[config.mk]
export PLATFORM = sky130hd
export DESIGN_NAME = glitch_sequencer
export DESIGN_NICKNAME = d
export VERILOG_FILES = /design/src/rtl/glitch_sequencer.sv
export SDC_FILE = /design/constraint.sdc
export NUM_CORES = 1
export LEC_CHECK = 0
export ABC_AREA = 1
export CORE_UTILIZATION = 60
export DETAILED_ROUTE_END_ITERATION = 10
export HOLD_SLACK_MARGIN = 0.12
export PLACE_DENSITY = 0.88
export REMOVE_ABC_BUFFERS = 1
export SETUP_SLACK_MARGIN = 0.2
export SYNTH_ARGS = -nofsm -noshare
export SYNTH_HDL_FRONTEND = slang
export SYNTH_SLANG_ARGS = --single-unit
[constraint.sdc]
create_clock -name clk -period 7.25 [get_ports clk]
set_clock_uncertainty 0.1 [all_clocks]
set_input_delay 0.725 -clock clk [delete_from_list [all_inputs] [get_ports clk]]
set_output_delay 0.725 -clock clk [all_outputs]
set_load 0.01 [all_outputs]
[src/rtl/glitch_sequencer.sv]
// glitch_sequencer: runs one glitch campaign (optional target reset, delay,
// then a train of glitch pulses) from configuration latched on a start strobe.
module glitch_sequencer #(
    parameter int DELAY_W               = 16,
    parameter int WIDTH_W               = 8,
    parameter int COUNT_W               = 8,
    parameter int SPACING_W             = 16,
    parameter int RSTLEN_W              = 16,
    parameter int TARGET_RST_ACTIVE_LOW = 0
) (
    input  logic                 clk,
    input  logic                 rst,
    input  logic                 pulse_en_i,
    input  logic                 reset_en_i,
    input  logic                 abort_i,
    input  logic [DELAY_W-1:0]   delay_i,
    input  logic [WIDTH_W-1:0]   width_i,
    input  logic [COUNT_W-1:0]   num_pulses_i,
    input  logic [SPACING_W-1:0] spacing_i,
    input  logic [RSTLEN_W-1:0]  reset_length_i,
    output logic                 glitch_o,
    output logic                 target_rst_o,
    output logic                 busy_o,
    output logic                 done_o,
    output logic [COUNT_W-1:0]   pulses_done_o
);

    // One shared phase counter, wide enough for the longest phase.
    localparam int CNT_W_A = (DELAY_W > WIDTH_W) ? DELAY_W : WIDTH_W;
    localparam int CNT_W_B = (SPACING_W > RSTLEN_W) ? SPACING_W : RSTLEN_W;
    localparam int CNT_W   = (CNT_W_A > CNT_W_B) ? CNT_W_A : CNT_W_B;

    // Idle (deasserted) level of the target reset pin.
    localparam logic TRST_IDLE = (TARGET_RST_ACTIVE_LOW != 0);

    typedef enum logic [2:0] {
        S_IDLE  = 3'd0,
        S_RESET = 3'd1,
        S_DELAY = 3'd2,
        S_PULSE = 3'd3,
        S_SPACE = 3'd4,
        S_DONE  = 3'd5
    } state_t;

    state_t               state_q, state_d;
    logic [CNT_W-1:0]     cnt_q, cnt_d;
    logic [COUNT_W-1:0]   left_q, left_d;
    logic [DELAY_W-1:0]   delay_q, delay_d;
    logic [WIDTH_W-1:0]   width_q, width_d;
    logic [SPACING_W-1:0] spacing_q, spacing_d;
    logic [COUNT_W-1:0]   pulses_done_q, pulses_done_d;
    logic                 glitch_q, glitch_d;
    logic                 trst_q, trst_d;
    logic                 busy_q, busy_d;
    logic                 done_q, done_d;

    // In IDLE the phase after reset is decided from the live inputs (they are
    // being latched on this very edge); afterwards from the latched copies.
    logic [DELAY_W-1:0]   sel_delay;
    logic [WIDTH_W-1:0]   sel_width;
    logic [COUNT_W-1:0]   sel_num;
    state_t               after_rst_state;
    logic [CNT_W-1:0]     after_rst_cnt;
    logic                 pulses_wanted_q;
    logic                 start;

    assign start     = pulse_en_i | reset_en_i;
    assign sel_delay = (state_q == S_IDLE) ? delay_i      : delay_q;
    assign sel_width = (state_q == S_IDLE) ? width_i      : width_q;
    assign sel_num   = (state_q == S_IDLE) ? num_pulses_i : left_q;

    assign after_rst_state = (sel_delay != '0) ? S_DELAY :
                             ((sel_width != '0) && (sel_num != '0)) ? S_PULSE : S_DONE;
    assign after_rst_cnt   = (sel_delay != '0) ? (CNT_W'(sel_delay) - CNT_W'(1)) :
                                                 (CNT_W'(sel_width) - CNT_W'(1));

    // A zero width or zero count means the pulse train is skipped entirely.
    assign pulses_wanted_q = (width_q != '0) && (left_q != '0);

    // State and output registers.
    always_ff @(posedge clk) begin
        if (rst) begin
            state_q       <= S_IDLE;
            cnt_q         <= '0;
            left_q        <= '0;
            delay_q       <= '0;
            width_q       <= '0;
            spacing_q     <= '0;
            pulses_done_q <= '0;
            glitch_q      <= 1'b0;
            trst_q        <= TRST_IDLE;
            busy_q        <= 1'b0;
            done_q        <= 1'b0;
        end else begin
            state_q       <= state_d;
            cnt_q         <= cnt_d;
            left_q        <= left_d;
            delay_q       <= delay_d;
            width_q       <= width_d;
            spacing_q     <= spacing_d;
            pulses_done_q <= pulses_done_d;
            glitch_q      <= glitch_d;
            trst_q        <= trst_d;
            busy_q        <= busy_d;
            done_q        <= done_d;
        end
    end

    // Next-state and counter logic; each phase loads length-1 and counts to 0.
    always_comb begin
        state_d       = state_q;
        cnt_d         = cnt_q;
        left_d        = left_q;
        delay_d       = delay_q;
        width_d       = width_q;
        spacing_d     = spacing_q;
        pulses_done_d = pulses_done_q;

        case (state_q)
            S_IDLE: begin
                if (start) begin
                    delay_d       = delay_i;
                    width_d       = width_i;
                    spacing_d     = spacing_i;
                    left_d        = num_pulses_i;
                    pulses_done_d = '0;
                    if (reset_en_i && (reset_length_i != '0)) begin
                        state_d = S_RESET;
                        cnt_d   = CNT_W'(reset_length_i) - CNT_W'(1);
                    end else begin
                        state_d = after_rst_state;
                        cnt_d   = after_rst_cnt;
                    end
                end
            end
            S_RESET: begin
                if (cnt_q == '0) begin
                    state_d = after_rst_state;
                    cnt_d   = after_rst_cnt;
                end else begin
                    cnt_d = cnt_q - CNT_W'(1);
                end
            end
            S_DELAY: begin
                if (cnt_q == '0) begin
                    state_d = pulses_wanted_q ? S_PULSE : S_DONE;
                    cnt_d   = CNT_W'(width_q) - CNT_W'(1);
                end else begin
                    cnt_d = cnt_q - CNT_W'(1);
                end
            end
            S_PULSE: begin
                if (cnt_q == '0) begin
                    pulses_done_d = pulses_done_q + COUNT_W'(1);
                    if (left_q > COUNT_W'(1)) begin
                        left_d = left_q - COUNT_W'(1);
                        // Zero spacing chains pulses back to back (merged high).
                        if (spacing_q != '0) begin
                            state_d = S_SPACE;
                            cnt_d   = CNT_W'(spacing_q) - CNT_W'(1);
                        end else begin
                            state_d = S_PULSE;
                            cnt_d   = CNT_W'(width_q) - CNT_W'(1);
                        end
                    end else begin
                        state_d = S_DONE;
                    end
                end else begin
                    cnt_d = cnt_q - CNT_W'(1);
                end
            end
            S_SPACE: begin
                if (cnt_q == '0) begin
                    state_d = S_PULSE;
                    cnt_d   = CNT_W'(width_q) - CNT_W'(1);
                end else begin
                    cnt_d = cnt_q - CNT_W'(1);
                end
            end
            S_DONE: begin
                state_d = S_IDLE;
            end
            default: begin
                state_d = S_IDLE;
            end
        endcase

        // Abort drops straight to IDLE and keeps the partial pulse count.
        if (abort_i && (state_q != S_IDLE)) begin
            state_d       = S_IDLE;
            pulses_done_d = pulses_done_q;
        end
    end

    // Output decode from the next state, so every pin comes straight off a flop.
    always_comb begin
        glitch_d = (state_d == S_PULSE);
        trst_d   = (state_d == S_RESET) ? ~TRST_IDLE : TRST_IDLE;
        busy_d   = (state_d == S_RESET) || (state_d == S_DELAY) ||
                   (state_d == S_PULSE) || (state_d == S_SPACE);
        done_d   = (state_d == S_DONE);
    end

    assign glitch_o      = glitch_q;
    assign target_rst_o  = trst_q;
    assign busy_o        = busy_q;
    assign done_o        = done_q;
    assign pulses_done_o = pulses_done_q;

endmodule

Yosys cells after proc, flatten, opt, wreduce, memory -nomap -nowiden

Cells that the tools add are included.

Logic and storage cells: 92
Memories: 0
Bits of input ports: 69
Bits in writable memories: 0
ROM bits: 0
Flip-flop bits (word level): 79
Output and inout port bits: 12
Latch bits: 0

Bitwise operators: 2
$lt $le $gt $ge: 1
Div/mod/pow operators: 0
Equal/unequal tests: 13
Multiply operators: 0
Reduce and logical (&&, ||, !) cells: 24
Multiplexer cells: 33
Add/sub/neg operators: 8
Shift operators: 0

Operator list:

| operator                                             | count |
|---|---|
| two-way mux 16 bit                                   | 9 |
| case mux 16 bit (4 select lines)                     | 1 |
| subtractor 16 x 1 -> 16 bit (second input constant)  | 4 |
| two-way mux 8 bit                                    | 7 |
| nonzero test 16 bit                                  | 3 |
| two-way mux 3 bit                                    | 12 |
| case mux 8 bit (2 select lines)                      | 2 |
| nonzero test 8 bit                                   | 4 |
| subtractor 8 x 1 -> 9 bit (second input constant)    | 2 |
| zero test 16 bit                                     | 1 |
| case mux 3 bit (5 select lines)                      | 1 |
| equality test 3 x 2 -> 1 bit (second input constant) | 4 |
| equality test 3 bit (second input constant)          | 3 |
| adder 8 x 1 -> 8 bit (second input constant)         | 1 |
| > comparator 8 x 1 -> 1 bit (second input constant)  | 1 |
| AND reduction 4 bit                                  | 2 |
| subtractor 8 x 1 -> 8 bit (second input constant)    | 1 |
| equality test 3 x 1 -> 1 bit (second input constant) | 2 |
| inequality test 2 bit (second input constant)        | 3 |
| logical AND 1 bit                                    | 4 |
| nonzero test 4 bit                                   | 1 |
| zero test 3 bit                                      | 1 |
| logical OR 1 bit                                     | 3 |
| inequality test 3 bit (second input constant)        | 1 |
| other kinds (8)                                      | 8 |

Logic depth before layout (Yosys ltp)

Gate-level depths: netlist of run 1.

Depth after elaboration: 14
Mapped depth: 19
Gate-level depth less buffers: 17

Least setup slack after synthesis of run 1

Ideal clock, no wire load.

Kind: input to register
Start: input port reset_length_i[0]
End: register cnt_q[14]
Path slack: 4852 ps
Stages: 15
Required time: 7033 ps
Data arrival time: 2181 ps
Library setup time: 117 ps
Path buffers: 0
Cells stage by stage: inv_1 > ha_1 > nand2_1 > nor2_1 > nand2_1 > nor2_1 > nand4_1 > nor3_1 > nand2_1 > nand2_1 > nand3_1 > nand3_1 > nand2_1 > nor2_1 > nor2_1

Word-level cells in the longest chain between the ends: 5
Elaborated cells between the ends (all ways): 6
Those cells by class: add/sub: 1; mux: 3; reduce/logical: 2

RTL lines:

| element                                                             | line | source |
|---|---|---|
| from (decl)                                                         | 20   | `input logic [RSTLEN_W-1:0] reset_length_i,` |
| branches (longest 2 deep; another with subtractor 16 x 1 -> 16 bit) | -    |  |
| two-way mux 16 bit (*)                                              | 127  | `if (reset_en_i && (reset_length_i != '0)) begin` |
| two-way mux 16 bit (*)                                              | 121  | `if (start) begin` |
| case mux 16 bit (4 select lines) (*)                                | 119  | `case (state_q)` |
| to (signal assigned)                                                | 96   | `cnt_q <= cnt_d;` |
| to (decl)                                                           | 46   | `logic [CNT_W-1:0] cnt_q, cnt_d;` |

Mark *: on every way between the ends. The select of a mux whose other input is x is not followed.
A chain may end at the register's enable or synchronous reset.

Worst setup path after layout of run 1

Start: register state_q[1]
End: register busy_q, in the netlist busy_o

Word-level cells in the longest chain between the ends: 14
Elaborated cells between the ends (all ways): 31
Those cells by class: eq/ne: 8; mux: 13; reduce/logical: 10

RTL lines:

| element                                                                      | line   | source |
|---|---|---|
| from (decl)                                                                  | 45     | `state_t state_q, state_d;` |
| from (signal assigned)                                                       | 95     | `state_q <= state_d;` |
| zero test 3 bit                                                              | -      |  |
| two-way mux 8 bit, on equally long branches                                  | 69, 70 |  |
| nonzero test 8 bit                                                           | 73     | `((sel_width != '0) && (sel_num != '0)) ? S_PULSE : S_DONE;` |
| logical AND 1 bit                                                            | 73     |  |
| two-way mux 3 bit                                                            | 73     |  |
| two-way mux 3 bit                                                            | 72     | `assign after_rst_state = (sel_delay != '0) ? S_DELAY :` |
| two-way mux 3 bit                                                            | 127    |  |
| two-way mux 3 bit                                                            | 121    |  |
| case mux 3 bit (5 select lines)                                              | 119    |  |
| two-way mux 3 bit (*)                                                        | 189    | `if (abort_i && (state_q != S_IDLE)) begin` |
| equality test 3 x 1 -> 1 bit or equality test 3 x 2 -> 1 bit (tied branches) | 199    | `busy_d = (state_d == S_RESET) \|\| (state_d == S_DELAY) \|\|` |
| logical OR 1 bit (2 in a row)                                                | 199    |  |
| logical OR 1 bit (*)                                                         | 200    | `(state_d == S_PULSE) \|\| (state_d == S_SPACE);` |
| to (signal assigned)                                                         | 104    | `busy_q <= busy_d;` |
| to (decl)                                                                    | 54     | `logic busy_q, busy_d;` |

Mark *: on every way between the ends. The rest lies on a longest branch, timed or not.

==> results of run 1 <==
## state kept, by name (all words and copies together) (netlist names)
signal	cells
spacing_q	16
target_rst_o	1
glitch_o	1
left_q	8
delay_q	16
cnt_q	16
pulses_done_o	8
done_o	1
busy_o	1
state_q	3
width_q	8
## worst max-delay path: stages, from the launching register on
cell	delay, ps
dfxtp_1	370
nor2_4	500
nand2_4	510
o21ai_2	330
ha_1	240
nand3_2	150
nor2_4	180
nand4_2	300
nor2_1	190
nand2_1	80
nand2_1	80
nand2_1	100
inv_2	100
nand2_1	60
nand2_1	60
nor2_1	50
## layout make-up
cell class / instances / area (um2) / share of cell area
multi-input cells: 872 / 4350 / 0.572
flip-flops and latches: 79 / 1580 / 0.208
repair buffers: 85 / 838 / 0.110
inverters: 127 / 478 / 0.0629
well taps: 136 / 170 / 0.0224
clock buffers: 11 / 141 / 0.0186
clock inverters: 5 / 41.3 / 0.00543
## synth_stat cells, types with 7 or more instances
master and number:
nand2_1 284, o21ai_1 14, dfxtp_1 79, a21oi_1 67
ha_1 12, xor2_1 33, nand3_1 110, o21ai_2 7
o21ai_0 103, inv_2 8, nand4_1 16, xnor2_1 11
clkbuf_1 32, inv_1 116, nor2_1 140, nor3_1 9
nand3b_1 11
## logic make-up after synthesis
logic type / after synthesis
xor gates and xnor gates: 44
DFF: 79
adders and majority gates: 12
buffers and inverters: 171
and+or+nand+nor: 602
AOI/OAI and AO/OA: 214
## through the flow
stage / total power, mW / utilization / instances / hold WS (ps) / setup WS [ps]
5_1_grt: 1.85 / 0.723 / 1315 / 388 / 3440
4_1_cts: 1.70 / 0.723 / 1315 / 367 / 3820
6_report: 1.72 / 0.723 / 1315 / 366 / 3750
2_1_floorplan: 1.16 / - / 1078 / 332 / 3490
3_3_place_gp: 1.37 / 0.706 / 1299 / 342 / 3760
3_5_place_dp: 1.38 / 0.706 / 1299 / 355 / 3720
## power by group
group | switching (mW) | internal [mW] | leakage (nW)
Combinational | 0.559 | 0.286 | 2.67
Clock | 0.183 | 0.136 | 0.0861
Sequential | 0.0522 | 0.501 | 0.654
## routing by layer
metal	vias to the layer above	GRT usage	routed length, um
li1	3752	-	-
met1	3316	0.430	8140
met2	351	0.556	8320
met3	42	0.0517	1470
met4	0	0.108	390
met5	-	0	0
## path summary, 6_finish.rpt
kind                end  slack [ps]  cells after the start
min          delay_q[0]         370                      2
min reg2reg  delay_q[0]         370                      2
max              busy_o        3750                     15
max reg2reg      busy_o        3750                     15
==> results.json, run 1 <==
{
  "reg2reg_from": "state_q[1]",
  "place_congestion": 0.917,
  "die_w_um": 107,
  "critical_path.max_fanout": 49,
  "critPathCaptureType": "flip-flop",
  "synth_top_family_by_area": "simple AND/OR/NAND/NOR gates",
  "row_count": 37,
  "grt_setup_unrepaired": "false",
  "grt_pass1_vias": 6632,
  "layout.nets": 1255,
  "antenna_found_initial": 0,
  "synth_area_leaders": "dfxtp_1, nand2_1, nand3_1, nor2_1, o21ai_0",
  "floorplan.initialDensity": 0.629,
  "grt_max_degree": 76,
  "maxSlewHeadroom": 0.438,
  "avgViaCountPerCell": 5.67,
  "most-common-layout-cells": "nand2_1, nor2_1, inv_1",
  "fill_cells": 895,
  "yosys.area_share.adder": 0.0227,
  "yosysTopAreaCell": "dfxtp_1",
  "syn2layout_area_growth_pct": 15.0,
  "final_common_cell": "nand2_1",
  "crit_type": "flip-flop to flip-flop",
  "arrival_ps": 3660,
  "io_pins": 81,
  "post-cts-setup-buffer-count": 0,
  "drc": 0,
  "final_layout_size_suffix_gt1_frac": 0.0560,
  "antenna_left": 0,
  "ys_ff_latch": 79,
  "synth_edf_count": 0,
  "hold_start": "delay_q[0]",
  "numCtsBuffers": 9,
  "finalHoldViolCount": 0,
  "dieArea_um2": 11400,
  "drt_iter0_drc": 708,
  "clock_path_buffers": 2,
  "synth_xor_area_frac": 0.0583,
  "ys.flop_type": "dfxtp_1",
  "required_ps": 7410,
  "num_antenna_cells": 0,
  "synth-compound-area-share": 0.176,
  "coreArea_um2": 10500,
  "syn_inst": 1122,
  "power.leakage_nw": 3.41,
  "post-route-period-util": 0.482,
  "grt_pass1_wl_um": 30500,
  "place_area_um2": 7420,
  "clk-insertion-delay-late_ps": 370,
  "vdd_ir_drop_max_v": 0.000195,
  "wire_per_inst_um": 13.9,
  "cts.sinks": 79,
  "ctsRootBufferMaster": "clkbuf_8",
  "overflow": 0,
  "final_cell_area_um2": 7600,
  "portBuffers": 80,
  "wirelength_um": 18300,
  "fmax_ghz": 0.286,
  "cts_resized": 0,
  "cts_tree": "yes",
  "vias": 7461,
  "hold_buffers": 0,
  "async_flop_share": 0,
  "crit_path_start": "state_q[1]",
  "tightest_slew_ps": 840,
  "track_usage": 0.330,
  "drv_slew": 0,
  "clk_pin_slew_ps": 100,
  "maxCapViolations": 0,
  "synthDistinctLibCells": 43,
  "synth_warnings": 0,
  "die_h_um": 107,
  "cp-start-kind": "flip-flop",
  "hold_path.class": "flip-flop to flip-flop",
  "synth_mux_area_frac": 0,
  "dr.pass1.iters": 5,
  "status": "completed",
  "cts_htree_levels": 3,
  "p_per_area_nw_per_um2": 226,
  "seq_area_frac_synth": 0.239,
  "hpwlAfterDp_um": 13400,
  "postSynthAreaPerCell_um2": 5.89,
  "setup_violations": 0,
  "period_needed_ps": 3500,
  "synthSimpleGateAreaFrac": 0.400,
  "fin_tns_setup_ps": 0,
  "netlist_area_um2": 6610,
  "synth_top_area_share": 0.239
}
No activity file was read; power rests on OpenSTA's default activity.
==> inputs of run 2 (changes only) <==
CORE_UTILIZATION = 52   (was 60)
PLACE_DENSITY = 0.81   (was 0.88)
clock period = 3.1 ns   (was 7.25 ns; I/O delays follow)
==> run 2 against run 1 <==
Compared with the run above: hold slack got worse by 8.0 ps; sequential share of layout area down 0.62 points; clock power grew to 3.2 times the previous value; critical path type unchanged; largest cell class unchanged.
==> results.json, run 2 (synthesis results as in run 1) <==
{
  "clkPwrFrac": 0.240,
  "use_met3": 0.0575,
  "clk_pin_slew_ps": 60,
  "maxCapViolations": 0,
  "clock_path_buffers": 2,
  "wirelength_um": 18100,
  "multiInputGateArea_um2": 4350,
  "switchingPower_mw": 1.87,
  "drc": 0,
  "overflow": 0,
  "seq_power_share": 0.299,
  "cts_tree": "yes",
  "internal_power_mw": 2.44,
  "critical_path.max_fanout": 44,
  "setup_violations": 0,
  "switching_share": 0.435,
  "ff_latch_area_um2": 1580,
  "grt_pass1_wl_um": 30700,
  "hold_buffers": 0,
  "cts.sinks": 79,
  "maxSlewHeadroom": 0.591,
  "antenna_left": 0,
  "dr.pass1.iters": 5,
  "dieArea_um2": 13200,
  "crit_type": "flip-flop to flip-flop",
  "holdPathStages": 2,
  "p_per_area_nw_per_um2": 550,
  "portBuffers": 80,
  "vdd_ir_drop_max_v": 0.000437,
  "reg2reg_depth": 15,
  "ctsRootBufferMaster": "clkbuf_16",
  "row_count": 40,
  "grt_use_met1": 0.366,
  "power.leakage_nw": 3.52,
  "critPathCaptureType": "flip-flop",
  "tightest_slew_ps": 613,
  "numCtsBuffers": 9,
  "drv_slew": 0,
  "place_area_um2": 7550,
  "power_frac_comb": 0.461,
  "avgViaCountPerCell": 5.42,
  "period_needed_ps": 2630,
  "cts_htree_levels": 3,
  "hold_path.class": "flip-flop to flip-flop",
  "drt_iter0_drc": 536,
  "final_cell_area_um2": 7840,
  "cp-start-kind": "flip-flop",
  "place_congestion": 0.946,
  "final_layout_size_suffix_gt1_frac": 0.0655,
  "reg.largest.list": "cnt_q (16), delay_q (16), spacing_q (16)",
  "num_antenna_cells": 0,
  "setup_slack_ps": 473,
  "grt_pass1_vias": 6806,
  "grt_max_degree": 45,
  "grtUsageMet2": 0.498,
  "die_h_um": 115,
  "syn2layout_area_growth_pct": 18.6,
  "vias": 7360,
  "final_common_cell": "nand2_1",
  "post-route-period-util": 0.847,
  "coreArea_um2": 12200,
  "floorplan.initialDensity": 0.541,
  "wire_per_inst_um": 13.3,
  "fin_tns_setup_ps": 0,
  "finalHoldViolCount": 0,
  "most-common-layout-cells": "nand2_1, nor2_1, inv_1",
  "grt_setup_unrepaired": "false",
  "required_ps": 3280,
  "die_w_um": 115,
  "top_usage_layer": "met2",
  "track_usage": 0.291,
  "arrival_ps": 2810,
  "layout.nets": 1266,
  "dp_worst_setup_slack_ps": 291,
  "antenna_found_initial": 0,
  "io_pins": 81,
  "cts_resized": 0,
  "hpwlAfterDp_um": 13700,
  "status": "completed",
  "post-cts-setup-buffer-count": 0,
  "power_mw": 4.31,
  "fill_cells": 1207,
  "r2r_setup_slack_ps": 470,
  "clk-insertion-delay-late_ps": 360,
  "fmax_ghz": 0.381
}
## run 2: cell types whose count changed in the layout (fill, tap and decap cells not counted)
cell and delta:
buf_12 +1, clkbuf_1 -1, buf_4 +10, clkbuf_16 +9, clkinv_2 +2, clkbuf_8 -9
clkinvlp_4 -1
## run 2: per-layer routing
metal,vias up,routed length [um]
li1,3777,-
met1,3332,8190
met2,219,8450
met3,32,1030
met4,0,412
met5,-,0
## run 2: power by group through the flow
stage	combinational (mW)	clock, mW	sequential (mW)
after floorplan	1.42	0	1.28
after global placement	1.93	0	1.31
after detailed placement	1.96	0	1.31
after CTS	1.97	1.03	1.29
after global routing	2.26	1.09	1.31
final	1.99	1.03	1.29
## run 2: layout make-up
cell class	count	area share
clock inverter	6	0.00559
clock buffer	10	0.0305
sequential	79	0.202
multi-input combinational	872	0.555
tap	168	0.0268
inverter	127	0.0610
timing repair buffer	96	0.119
## run 2: critical path, stage by stage (launching register included)
cell,delay (ps)
dfxtp_1,360
nor2_4,170
nand2_4,100
buf_12,200
o21ai_1,350
ha_1,240
inv_1,60
nor2_2,180
nand2_1,150
nand2_4,160
inv_2,50
o21ai_1,160
nand3_1,90
nand2_1,70
nor2_1,40
nor2_1,70
## run 2: worst paths after layout
path | startpoint | end
hold / removal | delay_q[2] | delay_q[2]
hold reg to reg | delay_q[2] | delay_q[2]
setup / recovery | state_q[1] | cnt_q[10]
setup reg to reg | state_q[1] | cnt_q[10]
## run 2: stage by stage
stage,hold slack [ps],utilization,cells
finish,358,0.642,1358
CTS,359,0.642,1358
global route,384,0.642,1358
detailed placement,350,0.618,1342
global placement,344,0.618,1342
floorplan,279,-,1078
